$ cat config.mk
export PLATFORM = sky130hd
export DESIGN_NAME = uart_rx_flat
export DESIGN_NICKNAME = d
export VERILOG_FILES = /design/src/rtl/uart_rx_if.sv /design/src/rtl/uart_rx.sv /design/src/flat_wrapper.sv
export SDC_FILE = /design/constraint.sdc
export NUM_CORES = 1
export LEC_CHECK = 0
export CELL_PAD_IN_SITES_DETAIL_PLACEMENT = 0
export CELL_PAD_IN_SITES_GLOBAL_PLACEMENT = 1
export CORE_MARGIN = 5
export CORE_UTILIZATION = 27
export DETAILED_ROUTE_END_ITERATION = 8
export DONT_BUFFER_PORTS = 1
export PLACE_DENSITY_LB_ADDON = 0.1
export REMOVE_ABC_BUFFERS = 1
export SYNTH_ARGS = -nofsm -noshare
export SYNTH_HDL_FRONTEND = slang
export SYNTH_SLANG_ARGS = --single-unit
$ cat constraint.sdc
create_clock -name clk_i -period 2.6 [get_ports clk_i]
set_input_delay 0.52 -clock clk_i [delete_from_list [all_inputs] [get_ports clk_i]]
set_output_delay 0.52 -clock clk_i [all_outputs]
set_load 0.02 [all_outputs]
$ cat src/rtl/uart_rx_if.sv
// ============================================================================
// Module      : uart_rx_if
// Description : Peripheral bus bundle between a bus master and uart_rx.
// Revision    : 1.0 - initial release
// ============================================================================
`default_nettype none

interface uart_rx_if;
    logic        enable_i;
    logic [3:0]  wstrb_i;
    logic [31:0] addr_i;
    logic [31:0] wvalue_i;
    logic [31:0] rvalue_o;

    modport master (
        output enable_i,
        output wstrb_i,
        output addr_i,
        output wvalue_i,
        input  rvalue_o
    );

    modport slave (
        input  enable_i,
        input  wstrb_i,
        input  addr_i,
        input  wvalue_i,
        output rvalue_o
    );
endinterface

`default_nettype wire

$ cat src/rtl/uart_rx.sv
// ============================================================================
// Module      : uart_rx
// Description : Memory-mapped 8N1 UART receiver with receive FIFO, DATA and
//               STATUS registers. Optional interrupt output: UART_RX_IRQ_EN.
// Revision    : 1.0 - initial release
// ============================================================================
`default_nettype none

module uart_rx #(
    parameter int FREQ       = 27000000,
    parameter int BAUD       = 115200,
    parameter int FIFO_DEPTH = 4
) (
    input  wire logic   clk_i,
    input  wire logic   rst_i,
    input  wire logic   uart_rx_i,
`ifdef UART_RX_IRQ_EN
    output logic        irq_o,
`endif
    uart_rx_if.slave    bus
);

    localparam int c_BIT_CNT = FREQ / BAUD;
    localparam int c_HALF    = c_BIT_CNT / 2;
    localparam int c_CNT_W   = $clog2(c_BIT_CNT + 1);
    localparam int c_AW      = $clog2(FIFO_DEPTH);

    typedef enum logic [1:0] {
        S_IDLE  = 2'd0,
        S_START = 2'd1,
        S_DATA  = 2'd2,
        S_STOP  = 2'd3
    } state_t;

    logic                 sync1_q, rx_s_q;
    state_t               state_q, state_d;
    logic [c_CNT_W-1:0]   cnt_q, cnt_d;
    logic [2:0]           bit_idx_q, bit_idx_d;
    logic [7:0]           shift_q, shift_d;
    logic [7:0]           mem_q [FIFO_DEPTH];
    logic [7:0]           mem_d [FIFO_DEPTH];
    logic [c_AW-1:0]      wr_ptr_q, wr_ptr_d, rd_ptr_q, rd_ptr_d;
    logic [c_AW:0]        count_q, count_d;
    logic                 ovr_q, ovr_d, fe_q, fe_d;
    logic [31:0]          rvalue_q, rvalue_d;
    logic                 irq_en;

    logic                 w_push, w_fe_set, w_pop, w_push_ok, w_ovr_set;
    logic                 w_empty, w_full, w_rd, w_wr_status;
    logic [7:0]           w_head;
    logic [31:0]          w_status;
    logic                 w_unused;

    assign w_unused = ^{bus.addr_i[31:4], bus.addr_i[1:0],
                        bus.wvalue_i[31:5], bus.wvalue_i[1:0], bus.wvalue_i[4]};

    // ---------------- receive FSM ----------------
    always_comb begin
        state_d   = state_q;
        cnt_d     = cnt_q;
        bit_idx_d = bit_idx_q;
        shift_d   = shift_q;
        w_push    = 1'b0;
        w_fe_set  = 1'b0;
        case (state_q)
            S_IDLE: begin
                if (!rx_s_q) begin
                    state_d = S_START;
                    cnt_d   = '0;
                end
            end
            S_START: begin
                if (cnt_q == c_CNT_W'(c_HALF - 1)) begin
                    cnt_d     = '0;
                    bit_idx_d = '0;
                    // A start bit that is high again at mid-bit is a glitch
                    state_d   = rx_s_q ? S_IDLE : S_DATA;
                end else begin
                    cnt_d = cnt_q + c_CNT_W'(1);
                end
            end
            S_DATA: begin
                if (cnt_q == c_CNT_W'(c_BIT_CNT - 1)) begin
                    shift_d   = {rx_s_q, shift_q[7:1]};
                    cnt_d     = '0;
                    bit_idx_d = bit_idx_q + 3'd1;
                    if (bit_idx_q == 3'd7) begin
                        state_d = S_STOP;
                    end
                end else begin
                    cnt_d = cnt_q + c_CNT_W'(1);
                end
            end
            S_STOP: begin
                if (cnt_q == c_CNT_W'(c_BIT_CNT - 1)) begin
                    cnt_d    = '0;
                    state_d  = S_IDLE;
                    w_push   = rx_s_q;
                    w_fe_set = !rx_s_q;
                end else begin
                    cnt_d = cnt_q + c_CNT_W'(1);
                end
            end
            default: state_d = S_IDLE;
        endcase
    end

    // ---------------- FIFO and registers ----------------
    assign w_empty     = (count_q == '0);
    assign w_full      = (count_q == (c_AW+1)'(FIFO_DEPTH));
    assign w_head      = w_empty ? 8'h00 : mem_q[rd_ptr_q];
    assign w_rd        = bus.enable_i && (bus.wstrb_i == 4'h0);
    assign w_wr_status = bus.enable_i && bus.wstrb_i[0] && (bus.addr_i[3:2] == 2'd1);
    assign w_pop       = w_rd && (bus.addr_i[3:2] == 2'd0) && !w_empty;
    // A full FIFO still accepts a byte when a pop frees a slot in the same cycle
    assign w_push_ok   = w_push && (!w_full || w_pop);
    assign w_ovr_set   = w_push && w_full && !w_pop;

    assign w_status = {16'h0000, 8'(count_q), 3'b000, irq_en, fe_q, ovr_q, w_full, !w_empty};

    always_comb begin
        mem_d    = mem_q;
        wr_ptr_d = wr_ptr_q;
        rd_ptr_d = rd_ptr_q;
        if (w_push_ok) begin
            mem_d[wr_ptr_q] = shift_q;
            wr_ptr_d        = wr_ptr_q + c_AW'(1);
        end
        if (w_pop) begin
            rd_ptr_d = rd_ptr_q + c_AW'(1);
        end
        count_d = count_q + (c_AW+1)'(w_push_ok) - (c_AW+1)'(w_pop);

        // Set takes priority over a same-cycle write-1-to-clear
        ovr_d = ovr_q;
        fe_d  = fe_q;
        if (w_wr_status && bus.wvalue_i[2]) ovr_d = 1'b0;
        if (w_wr_status && bus.wvalue_i[3]) fe_d  = 1'b0;
        if (w_ovr_set) ovr_d = 1'b1;
        if (w_fe_set)  fe_d  = 1'b1;

        rvalue_d = rvalue_q;
        if (w_rd) begin
            case (bus.addr_i[3:2])
                2'd0:    rvalue_d = {23'h0, !w_empty, w_head};
                2'd1:    rvalue_d = w_status;
                default: rvalue_d = 32'h0;
            endcase
        end
    end

    always_ff @(posedge clk_i or posedge rst_i) begin
        if (rst_i) begin
            sync1_q   <= 1'b1;
            rx_s_q    <= 1'b1;
            state_q   <= S_IDLE;
            cnt_q     <= '0;
            bit_idx_q <= '0;
            shift_q   <= '0;
            wr_ptr_q  <= '0;
            rd_ptr_q  <= '0;
            count_q   <= '0;
            ovr_q     <= 1'b0;
            fe_q      <= 1'b0;
            rvalue_q  <= '0;
            for (int i = 0; i < FIFO_DEPTH; i++) mem_q[i] <= '0;
        end else begin
            sync1_q   <= uart_rx_i;
            rx_s_q    <= sync1_q;
            state_q   <= state_d;
            cnt_q     <= cnt_d;
            bit_idx_q <= bit_idx_d;
            shift_q   <= shift_d;
            wr_ptr_q  <= wr_ptr_d;
            rd_ptr_q  <= rd_ptr_d;
            count_q   <= count_d;
            ovr_q     <= ovr_d;
            fe_q      <= fe_d;
            rvalue_q  <= rvalue_d;
            mem_q     <= mem_d;
        end
    end

    assign bus.rvalue_o = rvalue_q;

`ifdef UART_RX_IRQ_EN
    logic irq_en_q, irq_en_d, irq_q, irq_d;

    always_comb begin
        irq_en_d = irq_en_q;
        if (w_wr_status) irq_en_d = bus.wvalue_i[4];
        irq_d = irq_en_q && (!w_empty || ovr_q || fe_q);
    end

    always_ff @(posedge clk_i or posedge rst_i) begin
        if (rst_i) begin
            irq_en_q <= 1'b0;
            irq_q    <= 1'b0;
        end else begin
            irq_en_q <= irq_en_d;
            irq_q    <= irq_d;
        end
    end

    assign irq_en = irq_en_q;
    assign irq_o  = irq_q;
`else
    assign irq_en = 1'b0;
`endif

endmodule

`default_nettype wire

$ cat src/flat_wrapper.sv
// flat-port wrapper written by rule: the top's interface ports become plain ports
module uart_rx_flat 
#(
    parameter int FREQ       = 27000000,
    parameter int BAUD       = 115200,
    parameter int FIFO_DEPTH = 4
)
  (clk_i, rst_i, uart_rx_i, bus_enable_i, bus_wstrb_i, bus_addr_i, bus_wvalue_i, bus_rvalue_o);
  uart_rx_if bus_i ();
  input  wire logic clk_i;
  input  wire logic rst_i;
  input  wire logic uart_rx_i;
  input wire logic [$bits(bus_i.enable_i)-1:0] bus_enable_i;
  input wire logic [$bits(bus_i.wstrb_i)-1:0] bus_wstrb_i;
  input wire logic [$bits(bus_i.addr_i)-1:0] bus_addr_i;
  input wire logic [$bits(bus_i.wvalue_i)-1:0] bus_wvalue_i;
  output wire logic [$bits(bus_i.rvalue_o)-1:0] bus_rvalue_o;
  assign bus_i.enable_i = bus_enable_i;
  assign bus_i.wstrb_i = bus_wstrb_i;
  assign bus_i.addr_i = bus_addr_i;
  assign bus_i.wvalue_i = bus_wvalue_i;
  assign bus_rvalue_o = bus_i.rvalue_o;
  uart_rx #(.FREQ(FREQ), .BAUD(BAUD), .FIFO_DEPTH(FIFO_DEPTH)) u_core (.clk_i(clk_i), .rst_i(rst_i), .uart_rx_i(uart_rx_i), .bus(bus_i));
endmodule
==> impl_results.md <==
* Postcts setup bufs at 0
* Pwr dens at 605 nW/um2
* Largest stage delay on the critical path at 380 ps
* Setup TNS at 0 ps
* Crit-path cells: nor4_1 > buf_4 > nand2_1 > nor3_1 > ha_1 > inv_1 > ha_1 > inv_1 > fa_1 > xnor2_1 > xnor2_1
* Leakage at roughly 2 nW
* Antenna violations before repair at 0
* Worst min path class: input port to asynchronous set/reset pin
* Num CTS Buffers at 9
* Clk_lat worst skew at about 340 ps
* CP max-delay cell: fa_1
* Worst Hold Slack at 110 ps
* Pin count of the biggest net entering global routing at 47
* Critical path class: input port to register
* Post-CTS sizing at 0
* TritonCTS clock tree: done
* PortBufs at 0
* Area after DPL at 4060 um2
* FMAX at 448 MHz
* Netlist Area Pre-Place at 3820 um2
* Via count at ~2.4k
* Most frequent cell after synthesis: dfrtp_1
* Global-route wire length before repair at about 14000 um
* Worst IR drop on VDD at between 0.2 and 0.3 mV
* Main synth FF type: dfrtp_1
* Worst setup EP type: register
* Final period util at 0.858
* Vias in the first global route at approximately 2.4k
* Top cells by area, synth: dfrtp_1, mux2_2, ha_1, mux4_2, buf_4
* Number of DRC markers in iteration 0 at 134
* CP startpoint kind: input port
* Avg WL per Cell at 16.3 um
* Worst path required time at 2810 ps
* Area Overhead vs Synth at 13.3%
* Hold violation count in the final report at 0
* Max-slew headroom at 0.597
* Clock-pin slew on the worst setup and hold paths at 60 ps
* Die X at 129 um
* Max cap viols at 0
* Measured slew at the worst slew-check pin at 605 ps
* Htree depth at 3
* Pins over their slew limit at 0
* GPL Wtd Cong at 0.753
* Core Area at 13900 um2
* Post-Syn Instances at 315
* Share of cells above drive strength 1 at 0.262
* Post-CTS Hold Buffers at 0
* Post-route DRC at 0
* Total global-route track usage at 0.108
* GR Overflow Total at 0
* Vias per std cell at 4.60
* Max Fanout on Critical Path at 2
* Die ar. at 16600 um2
* RSZ-0062 raised after global routing: no
* Final Cell Area at 4330 um2
* Final Critical Period at around 2200 ps
* FFs w/ async S/R, synth at 1.00
* Arr. time, crit path at about 2400 ps
* Commonest cells in the netlist: dfrtp_1, mux2_2, nand2_1, buf_4, inv_1
* DRT Pass-1 Iters at 4
* Die height at between 100 and 150 um
* #FFs+latches synth at between 70 and 80
* Initial Util at 0.275
* CTS Buffer Depth at 2
* Final wirelength at 8410 um
* ANT cells at 0
* Synth unique cells at 48
* Final antenna-violating net count at 0
* Final clock skew at around 7.8 ps
* Launching point of the worst reg2reg path: u_core.cnt_q[1]
* Number of synthesized flops with an enable pin at 0
* Yosys top cell by area: dfrtp_1
* Sequential share of the synthesized area at 0.492
* Root buffer cell: clkbuf_16
* R2r setup slk at 440 ps
* Syn Area/Cell at 12.1 um2
* Nets@finish at 422
* Clock sink count at 75
* Synth warn at 0
* Status: complete, no violations
* Post-DP HPWL at 5730 um
* # IOs at 104
* Final setup fails at 0
* Worst setup path startpoint: bus_wstrb_i[1]
* Cell Rows at 43
* FILL cells at 1412
* Area share of the leading cell type in the synthesized netlist at 0.478
==> power by group <==
part	total [W]	switching, W	leakage, nW	internal, W
combinational	0.000193	0.000115	0.849	0.0000776
sequential	0.00128	0.0000820	1.02	0.00120
clock	0.00114	0.000484	0.126	0.000661
==> cells by family (layout without fill, tap and decap cells) <==
| kind of cell | Yosys count | in the layout | synth area share |
|---|---|---|---|
| adder cells (fa/ha/maj) | 17 | 17 | 0.0576 |
| AO/OA/AOI/OAI | 41 | 41 | 0.0786 |
| multiplexers | 52 | 52 | 0.176 |
| XOR/XNOR | 8 | 8 | 0.0183 |
| other | 1 | 21 | 0.000981 |
| flip-flops | 75 | 75 | 0.492 |
| AND/OR/NAND/NOR | 76 | 76 | 0.112 |
| buffers and inverters | 45 | 46 | 0.0648 |
==> flip-flops by register name (all words and copies together), names as in the netlist, named ones only <==
register and flops:
u_core.bus.rvalue_o 11, u_core.cnt_q 8, u_core.bit_idx_q 3, u_core.wr_ptr_q 2
u_core.rd_ptr_q 2, u_core.shift_q 8, u_core.ovr_q 1, u_core.fe_q 1
u_core.count_q 3, u_core.rx_s_q 1, u_core.sync1_q 1, u_core.state_q 1
u_core.mem_q 32
==> cell type report <==
| class | count | area, um2 | share of cell area |
|---|---|---|---|
| flip-flops and latches | 75 | 1880 | 0.434 |
| multi-input cells | 215 | 1770 | 0.409 |
| clock buffers | 10 | 239 | 0.0552 |
| well taps | 180 | 225 | 0.0520 |
| repair buffers | 14 | 118 | 0.0272 |
| inverters | 18 | 68.8 | 0.0159 |
| clock inverters | 4 | 28.8 | 0.00665 |
==> layout by cell type (no fill, tap or decap), types with 5 or more instances in the layout <==
master / instances
ha_1: 16
dfrtp_1: 73
buf_4: 13
mux2_2: 39
inv_1: 17
o21ai_0: 13
nand2_1: 32
mux4_2: 8
nand4_1: 6
nor2_1: 11
clkbuf_16: 9
conb_1: 21
xnor2_1: 5
==> worst paths after layout <==
kind,endpoint,depth (start not counted)
min reg2reg,u_core.rx_s_q,0
min,u_core.cnt_q[3],1
min in group clk_i,u_core.sync1_q,0
max,u_core.count_q[2],11
max in group asynchronous,u_core.mem_q[18],2
max reg2reg,u_core.count_q[2],11
==> layer usage <==
| metal | up-vias | global-route usage | wire length (um) |
|---|---|---|---|
| li1 | 1119 | - | - |
| met4 | 0 | 0.0550 | 169 |
| met2 | 58 | 0.149 | 3540 |
| met5 | - | 0 | 0 |
| met1 | 1184 | 0.154 | 4200 |
| met3 | 11 | 0.0303 | 505 |
==> per-stage QoR <==
step | std cells | utilization | total power (W) | setup WS (ps)
2_1_floorplan | 308 | - | 0.00143 | -197
3_3_place_gp | 502 | 0.293 | 0.00150 | -134
3_5_place_dp | 502 | 0.293 | 0.00150 | 23.7
4_1_cts | 516 | 0.312 | 0.00267 | 360
5_1_grt | 516 | 0.312 | 0.00274 | 239
6_report | 516 | 0.312 | 0.00262 | 369
==> critical path, delay by kind of cell <==
kind	cells	cell delay (ps)
buffers and inverters	3	270
and+or+nand+nor	3	600
adders and majority gates	3	780
xor gates and xnor gates	2	280
No activity file was read; power rests on OpenSTA's default activity.
